==> src/rtl/gshare_predictor_if.sv <==
// Request / prediction / resolve bus for the gshare branch predictor.
//   req_valid, req_addr  : prediction request from the front end
//   req_ready            : predictor accepts requests (low while initialising)
//   pred_valid/taken/idx : prediction result, one cycle after acceptance
//   res_valid/idx/taken/pred : branch outcome used to train the table
// master = front end (requester/resolver), slave = predictor.
interface gshare_predictor_if #(
    parameter int unsigned ADDR_W = 10
) ();
    logic              req_valid;
    logic [ADDR_W-1:0] req_addr;
    logic              req_ready;
    logic              pred_valid;
    logic              pred_taken;
    logic [ADDR_W-1:0] pred_idx;
    logic              res_valid;
    logic [ADDR_W-1:0] res_idx;
    logic              res_taken;
    logic              res_pred;

    modport master (
        output req_valid, req_addr, res_valid, res_idx, res_taken, res_pred,
        input  req_ready, pred_valid, pred_taken, pred_idx
    );

    modport slave (
        input  req_valid, req_addr, res_valid, res_idx, res_taken, res_pred,
        output req_ready, pred_valid, pred_taken, pred_idx
    );
endinterface

==> src/rtl/gshare_predictor.sv <==
// Gshare / bimodal branch direction predictor.
// A table of 2**ADDR_W saturating counters is swept to INIT_CTR after reset,
// then serves one prediction per cycle and trains on resolved outcomes.
// Ports:
//   clk, rst_b     : clock, asynchronous active-high reset
//   mode           : 0 = bimodal index (addr), 1 = gshare index (addr ^ GHR)
//   bus            : request / prediction / resolve interface (slave side)
//   mispredict_cnt : saturating count of resolves where res_pred != res_taken
//   init_done      : table sweep complete, predictor running
module gshare_predictor #(
    parameter int unsigned ADDR_W   = 10,
    parameter int unsigned HIST_W   = 8,
    parameter int unsigned CTR_W    = 2,
    parameter int unsigned INIT_CTR = 2**(CTR_W-1)
) (
    input  logic                clk,
    input  logic                rst_b,
    input  logic                mode,
    gshare_predictor_if.slave   bus,
    output logic [15:0]         mispredict_cnt,
    output logic                init_done
);

    localparam int unsigned DEPTH = 2**ADDR_W;
    // Keep a 1-bit register when history is disabled; it is masked out of the index.
    localparam int unsigned GHR_W = (HIST_W == 0) ? 1 : HIST_W;
    localparam logic [CTR_W-1:0] CTR_MAX = {CTR_W{1'b1}};
    localparam logic [CTR_W-1:0] CTR_MIN = '0;

    typedef enum logic {
        ST_INIT = 1'b0,
        ST_RUN  = 1'b1
    } state_t;

    state_t              state_q, state_d;
    logic [ADDR_W-1:0]   ptr_q, ptr_d;
    logic                ready_q;
    logic                done_q;
    logic [GHR_W-1:0]    ghr_q;
    logic [15:0]         mis_cnt_q;
    logic                pred_valid_q;
    logic                pred_taken_q;
    logic [ADDR_W-1:0]   pred_idx_q;

    logic [CTR_W-1:0]    ctr_tbl [DEPTH];

    logic                accept_c;
    logic                resolve_c;
    logic [ADDR_W-1:0]   hist_ext_c;
    logic [ADDR_W-1:0]   idx_c;
    logic [CTR_W-1:0]    ctr_cur_c;
    logic [CTR_W-1:0]    ctr_upd_c;
    logic [GHR_W-1:0]    ghr_next_c;

    // Next-state logic: sweep the table once, then run until reset.
    always_comb begin
        state_d = state_q;
        ptr_d   = ptr_q;
        case (state_q)
            ST_INIT: begin
                ptr_d = ptr_q + ADDR_W'(1);
                if (ptr_q == {ADDR_W{1'b1}}) begin
                    state_d = ST_RUN;
                end
            end
            ST_RUN:  state_d = ST_RUN;
            default: state_d = ST_INIT;
        endcase
    end

    // ready_q mirrors the RUN state, so requests/resolves are ignored during the sweep.
    assign accept_c  = bus.req_valid && ready_q;
    assign resolve_c = bus.res_valid && ready_q;

    // Index selection; history is zero-extended into the address width.
    assign hist_ext_c = (HIST_W == 0) ? '0 : ADDR_W'(ghr_q);
    assign idx_c      = mode ? (bus.req_addr ^ hist_ext_c) : bus.req_addr;

    // Saturating counter update for the resolved entry.
    assign ctr_cur_c = ctr_tbl[bus.res_idx];
    always_comb begin
        ctr_upd_c = ctr_cur_c;
        if (bus.res_taken) begin
            if (ctr_cur_c != CTR_MAX) ctr_upd_c = ctr_cur_c + CTR_W'(1);
        end else begin
            if (ctr_cur_c != CTR_MIN) ctr_upd_c = ctr_cur_c - CTR_W'(1);
        end
    end

    // Shift the outcome in at the LSB; truncation drops the oldest bit.
    assign ghr_next_c = GHR_W'({ghr_q, bus.res_taken});

    // Counter table: sweep writes during INIT, training writes in RUN.
    always_ff @(posedge clk) begin
        if (state_q == ST_INIT) begin
            ctr_tbl[ptr_q] <= CTR_W'(INIT_CTR);
        end else if (resolve_c) begin
            ctr_tbl[bus.res_idx] <= ctr_upd_c;
        end
    end

    // Control, history, statistics and prediction registers.
    always_ff @(posedge clk or posedge rst_b) begin
        if (rst_b) begin
            state_q      <= ST_INIT;
            ptr_q        <= '0;
            ready_q      <= 1'b0;
            done_q       <= 1'b0;
            ghr_q        <= '0;
            mis_cnt_q    <= '0;
            pred_valid_q <= 1'b0;
            pred_taken_q <= 1'b0;
            pred_idx_q   <= '0;
        end else begin
            state_q      <= state_d;
            ptr_q        <= ptr_d;
            ready_q      <= (state_d == ST_RUN);
            done_q       <= (state_d == ST_RUN);
            pred_valid_q <= accept_c;
            // Read happens before this edge's training write: same-cycle
            // resolve to the same entry is seen by the next request only.
            if (accept_c) begin
                pred_taken_q <= ctr_tbl[idx_c][CTR_W-1];
                pred_idx_q   <= idx_c;
            end
            if (resolve_c) begin
                ghr_q <= ghr_next_c;
                if ((bus.res_pred != bus.res_taken) && (mis_cnt_q != 16'hFFFF)) begin
                    mis_cnt_q <= mis_cnt_q + 16'd1;
                end
            end
        end
    end

    assign bus.req_ready  = ready_q;
    assign bus.pred_valid = pred_valid_q;
    assign bus.pred_taken = pred_taken_q;
    assign bus.pred_idx   = pred_idx_q;
    assign mispredict_cnt = mis_cnt_q;
    assign init_done      = done_q;

endmodule

==> src/flat_wrapper.sv <==
// flat-port wrapper written by rule: the top's interface ports become plain ports
module gshare_predictor_flat 
#(
    parameter int unsigned ADDR_W   = 10,
    parameter int unsigned HIST_W   = 8,
    parameter int unsigned CTR_W    = 2,
    parameter int unsigned INIT_CTR = 2**(CTR_W-1)
)
  (clk, rst_b, mode, mispredict_cnt, init_done, bus_req_valid, bus_req_addr, bus_res_valid, bus_res_idx, bus_res_taken, bus_res_pred, bus_req_ready, bus_pred_valid, bus_pred_taken, bus_pred_idx);
  gshare_predictor_if #(.ADDR_W(ADDR_W)) bus_i ();
  input  logic clk;
  input  logic rst_b;
  input  logic mode;
  output logic [15:0] mispredict_cnt;
  output logic init_done;
  input wire logic [$bits(bus_i.req_valid)-1:0] bus_req_valid;
  input wire logic [$bits(bus_i.req_addr)-1:0] bus_req_addr;
  input wire logic [$bits(bus_i.res_valid)-1:0] bus_res_valid;
  input wire logic [$bits(bus_i.res_idx)-1:0] bus_res_idx;
  input wire logic [$bits(bus_i.res_taken)-1:0] bus_res_taken;
  input wire logic [$bits(bus_i.res_pred)-1:0] bus_res_pred;
  output wire logic [$bits(bus_i.req_ready)-1:0] bus_req_ready;
  output wire logic [$bits(bus_i.pred_valid)-1:0] bus_pred_valid;
  output wire logic [$bits(bus_i.pred_taken)-1:0] bus_pred_taken;
  output wire logic [$bits(bus_i.pred_idx)-1:0] bus_pred_idx;
  assign bus_i.req_valid = bus_req_valid;
  assign bus_i.req_addr = bus_req_addr;
  assign bus_i.res_valid = bus_res_valid;
  assign bus_i.res_idx = bus_res_idx;
  assign bus_i.res_taken = bus_res_taken;
  assign bus_i.res_pred = bus_res_pred;
  assign bus_req_ready = bus_i.req_ready;
  assign bus_pred_valid = bus_i.pred_valid;
  assign bus_pred_taken = bus_i.pred_taken;
  assign bus_pred_idx = bus_i.pred_idx;
  gshare_predictor #(.ADDR_W(ADDR_W), .HIST_W(HIST_W), .CTR_W(CTR_W), .INIT_CTR(INIT_CTR)) u_core (.clk(clk), .rst_b(rst_b), .mode(mode), .bus(bus_i), .mispredict_cnt(mispredict_cnt), .init_done(init_done));
endmodule
==> config.mk <==
export PLATFORM = sky130hd
export DESIGN_NAME = gshare_predictor_flat
export DESIGN_NICKNAME = d
export VERILOG_FILES = /design/src/rtl/gshare_predictor_if.sv /design/src/rtl/gshare_predictor.sv /design/src/flat_wrapper.sv
export SDC_FILE = /design/constraint.sdc
export NUM_CORES = 2
export LEC_CHECK = 0
export ABC_CLOCK_PERIOD_IN_PS = 158400
export CORE_MARGIN = 3
export CORE_UTILIZATION = 40
export DETAILED_ROUTE_END_ITERATION = 10
export PLACE_DENSITY_LB_ADDON = 0.25
export SLEW_MARGIN = 10
export SYNTH_ARGS = -nofsm -noshare
export SYNTH_HDL_FRONTEND = slang
export SYNTH_SLANG_ARGS = --single-unit
export TNS_END_PERCENT = 50
==> constraint.sdc <==
create_clock -name clk -period 158.4 [get_ports clk]
set_input_delay 23.76 -clock clk [delete_from_list [all_inputs] [get_ports clk]]
set_output_delay 23.76 -clock clk [all_outputs]
set_load 0.03 [all_outputs]
== Word-level counts from Yosys, hierarchy flattened ==
Memory sizes are Yosys's and may differ from the RTL's. A register that Yosys moved wholly into a read port is not among the register bits.
Cells that the tools add are included.

* Bits in registers: 46
* Bits in writable memories: 2048
* Output and inout bits: 30
* Memories kept: 1

{| class="wikitable"
|+ Memory list
! name !! words !! bits a word !! read ports !! clocked after Yosys merged registers in !! write ports !! RTL line !! text
|-
| u_core.ctr_tbl || 1024 || 2 || 2 || 1 || 1 || gshare_predictor.sv:45 || <nowiki>logic [CTR_W-1:0] ctr_tbl [DEPTH];</nowiki>
|}

* Add/subtract/negate cells: 4
* Eq/ne operators: 4
* Muxes and demuxes: 13
* Bitwise operators: 2
* Reductions and logical operators: 6

{| class="wikitable"
|+ Operators by type and width
! cell !! number
|-
| 10-bit 2-to-1 mux || 2
|-
| 16-bit by 1-bit adder with 16-bit output (second input constant) || 1
|-
| 16-bit inequality test (second input constant) || 1
|-
| 10-bit by 1-bit adder with 10-bit output (second input constant) || 1
|-
| 10-bit == test (second input constant) || 1
|-
| 10-bit by 8-bit XOR with 10-bit output || 1
|-
| 2-bit 2-to-1 mux || 4
|-
| 1-bit 2-to-1 mux || 6
|-
| 1-bit logical AND || 3
|-
| 2-bit by 1-bit adder with 2-bit output (second input constant) || 1
|-
| 2-bit inequality test (second input constant) || 1
|-
| 1-bit case mux with 2 select lines || 1
|-
| 2-bit AND reduction || 1
|-
| 2-bit nonzero test || 1
|-
| 2-bit OR reduction || 1
|-
| 2-bit by 1-bit subtractor with 2-bit output (second input constant) || 1
|-
| 1-bit inequality test || 1
|-
| 1-bit inverter || 1
|}

== Depth between registers and ports, before layout ==
* Depth after elaboration: 6
* Gate-level depth with buffers: 17
* Depth with buffers taken out: 10

== Worst setup path before layout ==
No wires, ideal clock.

* Kind: input -> register
* Start point: in bus_res_idx[0]
* End point: mem u_core.ctr_tbl[0][1] (data pin)
* Arrival: 65586 ps
* Slack: 84685 ps
* Cell stages on the path: 17
* Buffers on the path: 7
* Cells stage by stage: buf_6 buf_12 buf_12 buf_6 buf_6 buf_6 buf_4 mux2i_1 o221ai_1 o221ai_1 o21ai_0 o311ai_0 a31oi_1 o32ai_1 o311ai_1 a21oi_1 o21ai_0

* Word-level cells in the longest chain between the ends: 5
* Elaborated cells between the ends (all ways): 9
* Classes of those cells: add/sub (2); eq/ne (1); mux (4); reduce/logical (1); memory (1)

{| class="wikitable"
|+ Ends and longest elaborated chain
! element !! RTL line !! text
|-
| from (decl) || flat_wrapper.sv:19 || <nowiki>input wire logic [$bits(bus_i.res_idx)-1:0] bus_res_idx;</nowiki>
|-
| memory 1024 x 2 bit * || -- ||
|-
| 2-bit by 1-bit subtractor with 2-bit output (tied with other cells) || gshare_predictor.sv:86 || <nowiki>if (ctr_cur_c != CTR_MIN) ctr_upd_c = ctr_cur_c - CTR_W'(1);</nowiki>
|-
| 2-bit 2-to-1 mux, on equally long branches || gshare_predictor.sv:86, gshare_predictor.sv:84 ||
|-
| 2-bit 2-to-1 mux * || gshare_predictor.sv:83 || <nowiki>if (bus.res_taken) begin</nowiki>
|-
| 2-bit 2-to-1 mux (no source line) * || -- ||
|-
| to (decl) || gshare_predictor.sv:45 ||
|}

Mark *: on every way between the ends. The rest lies on a longest branch, timed or not.

== Final worst setup path ==
* Start point: in bus_res_idx[0]
* End point: mem u_core.ctr_tbl[592][1] (data pin)

Same word-level chain as after synthesis.

==> flow_summary.ini <==
[pwr]
p_sw_frac = 0.2243
p_comb_frac = 0.045
power_density_nw_per_um2 = 10.99
power.internal_mw = 0.9182
p_seq_frac = 0.506
pwr-share-clk = 0.449
power_switching_mw = 0.2656
peakVddDrop_uv = 8.563
p_leak_nw = 32.63

[global_routing]
met2_usage = 0.4228
met3_usage = 0.07105
grt_max_degree = 248
grt_use_total = 0.2745
grt_overflow = 0
first_global_vias = 62690
grt_pass1_wl_um = 484700
grt-busiest-layer = met2
antenna_found_initial = 27
grtUsageMet1 = 0.3630

[setup_path]
critPathLaunchType = input port
critPathKind = in2reg
crit_arrival_ns = 32.35
crit_fanout = 98
crit_path_end_kind = register
cp_data_required_time_ns = 158.92

[clock_tree]
clk_pin_slew_ns = 0.06
cts.sinks = 2095
numCtsBuffers = 221
cts_buffer_depth = 3
insertion_delay_ns = 0.91
holdBufCountCts = 0
root_buffer = clkbuf_16
cts_max_level = 4
cts_tree = done
postCtsSetupRepairBufs = 0
ctsResizeCount = 0

[yosys]
syn-cell-area_um2 = 96490
ys_types = 80
synth_top_area_share = 0.6374
ys_top_cells_by_area = edfxtp_1 64%, mux4_2 14%, nor2_1 4.1%, mux2i_1 2.6%, clkbuf_1 1.5%
yosysTopAreaCell = edfxtp_1
synth-seq-cells = 2095
yosys_warnings = 0
synth_enable_flop_cells = 2048
synth_ff_type = edfxtp_1
synth_seq_area_share = 0.6496
avgSynthCellArea_um2 = 15.27
synth_cells = 6318
synth_nets = 6347
async_flop_share = 0.02243

[floorplan]
die-area_um2 = 247200
initial_core_util = 0.4038
die_h_um = 497.1
die_x_um = 497.1
io_pins = 57
core-area_um2 = 239000
fp-row-count = 179

[sta]
hold_viol = 0
rsz0062_at_grt = false
fin_hold_ws_ns = 0.4837
post-route-min-period_ns = 31.83
max_freq_mhz = 31.42
finalSetupTns_ns = 0
setup_viol = 0
fin_crit_sh = 0.2010
relSlewSlack = -0.01435
finClkSkew_ns = 0.05688
tightest_slew_ns = 1.516
maxSlewViolCount = 6

[hold_path]
holdCritPathClass = reg2reg

[finish]
fin_area_um2 = 107700
drive_gt1_frac = 0.1955
nets = 6244
area_growth_pct = 11.62
fill_cells = 20810

[drt]
drcViolationCount = 0
ant_nets = 0
drtIter0Drc = 9968
routed_via_density = 6.645
vias = 63710
detail_route.wl_per_cell_um = 36.19
wl_um = 346900
drtPass1Iterations = 6

[job]
maxCapViolations = 1

[placed_design]
io_buffer_count = 56
dp_hpwl_um = 199300
routabilityCongestion = 0.8824
placed_area_um2 = 100300

[outcome]
violations = capacitance limit, slew limit
outcome = finished, violations left
-- cells in the final DEF (no fill, tap or decap), types with 26 or more instances in the layout --
| cell | instances |
|---|---|
| clkinv_2 | 37 |
| o32ai_1 | 28 |
| bufinv_16 | 26 |
| mux4_1 | 29 |
| a2111oi_0 | 38 |
| clkbuf_16 | 222 |
| o221ai_1 | 89 |
| o21ai_0 | 191 |
| clkdlybuf4s50_1 | 48 |
| a21oi_1 | 109 |
| dfrtp_1 | 47 |
| edfxtp_1 | 2048 |
| mux2i_1 | 254 |
| a221oi_1 | 33 |
| a32oi_1 | 29 |
| nor3_1 | 134 |
| nor2_1 | 1056 |
| clkinv_1 | 53 |
| mux4_2 | 583 |
| nand2_1 | 265 |
| clkbuf_1 | 41 |
| nand3_1 | 174 |
| a211oi_1 | 37 |
| o22ai_1 | 37 |
| buf_4 | 192 |
| nor4_1 | 54 |
| mux2_2 | 48 |
| a22oi_1 | 131 |
-- worst max-delay path: stages --
cell and delay [ns]:
buf_8 0.39, buf_4 0.61, buf_4 0.73, buf_4 0.74, mux4_2 0.34, and2_1 0.13
a211oi_1 0.06, a31oi_1 0.24, o221ai_1 0.15, a2111oi_1 0.99, o32ai_1 0.35, o311ai_1 0.24
a21oi_1 0.18, o21ai_4 0.87, buf_4 0.66, buf_4 0.61, buf_4 0.85
-- worst paths after layout --
kind	slack [ns]	end	cells past startpoint	startpoint
min in group asynchronous	23.38	u_core.bus.pred_idx[0]	3	rst_b
min	0.48	u_core.bus.pred_idx[6]	2	u_core.bus.pred_idx[6]
max reg2reg	151.70	u_core.ctr_tbl[350][0]	13	u_core.ctr_tbl[168][0]
min reg2reg	0.48	u_core.bus.pred_idx[6]	2	u_core.bus.pred_idx[6]
max in group asynchronous	134.53	u_core.ghr_q[6]	3	rst_b
max	126.57	u_core.ctr_tbl[592][1]	17	bus_res_idx[0]
-- through the flow --
step                      total power [mW]  utilization  instances  worst slack, ns
final                                1.184       0.4507       9587           126.57
after global routing                 1.210       0.4506       9578           126.04
after CTS                            1.187       0.4505       9575           126.61
after detailed placement            0.6623       0.4196       9159           125.69
after global placement              0.6624       0.4196       9158           125.75
after floorplan                     0.6403            -       6318            84.69
-- sequential cells by signal, indices dropped and copies added, names as in the netlist --
name,cells
u_core.mispredict_cnt,16
u_core.bus.pred_idx,10
u_core.ghr_q,8
u_core.ctr_tbl,2048
u_core.state_q,1
u_core.bus.pred_taken,1
u_core.ptr_q,10
u_core.bus.pred_valid,1
-- layout make-up --
class,instances,area (um^2),area share
antenna,12,30.03,0.0002788
multi-input combinational,3621,31370,0.2912
timing repair buffer,258,2212,0.02054
clock buffer,273,5847,0.05429
clock inverter,143,1529,0.01420
tap,3167,3963,0.03679
inverter,18,76.32,0.0007087
sequential,2095,62680,0.5820
-- layer usage --
layer | vias to the layer above | part of all wire
li1 | 25020 | -
met4 | 2 | 0.054
met1 | 33270 | 0.37
met5 | - | 0.000032
met2 | 4495 | 0.46
met3 | 918 | 0.12
-- cells by family after synthesis --
family | synth area share
AND/OR/NAND/NOR | 0.08001
adder cells (fa/ha/maj) | 0.0002593
buffers and inverters | 0.02997
flip-flops | 0.6496
AO/OA/AOI/OAI | 0.06084
XOR/XNOR | 0.003449
multiplexers | 0.1759
-- Yosys cell counts (17+ instances only) --
cell	n
a2111oi_0	45
a211oi_1	39
a21oi_1	109
a221oi_1	33
a22oi_1	131
a31oi_1	18
a32oi_1	30
and2_1	20
buf_1	42
buf_2	89
buf_4	32
buf_6	35
clkbuf_1	376
dfrtp_1	47
edfxtp_1	2048
mux2_2	48
mux2i_1	254
mux4_1	29
mux4_2	583
nand2_1	289
nand3_1	176
nor2_1	1058
nor2b_1	18
nor3_1	134
nor4_1	55
o21ai_0	193
o221ai_1	89
o22ai_1	37
o32ai_1	28
or3_1	17
xnor2_1	21
xor2_1	17
-- power by group through the flow --
| stage | combinational [mW] | clock, mW | sequential (mW) |
|---|---|---|---|
| final | 0.0531 | 0.532 | 0.599 |
| after global routing | 0.0537 | 0.558 | 0.599 |
| after CTS | 0.0518 | 0.536 | 0.599 |
| after detailed placement | 0.0517 | 0 | 0.611 |
| after global placement | 0.0518 | 0 | 0.611 |
| after floorplan | 0.0297 | 0 | 0.611 |
No activity file was read; power rests on OpenSTA's default activity.
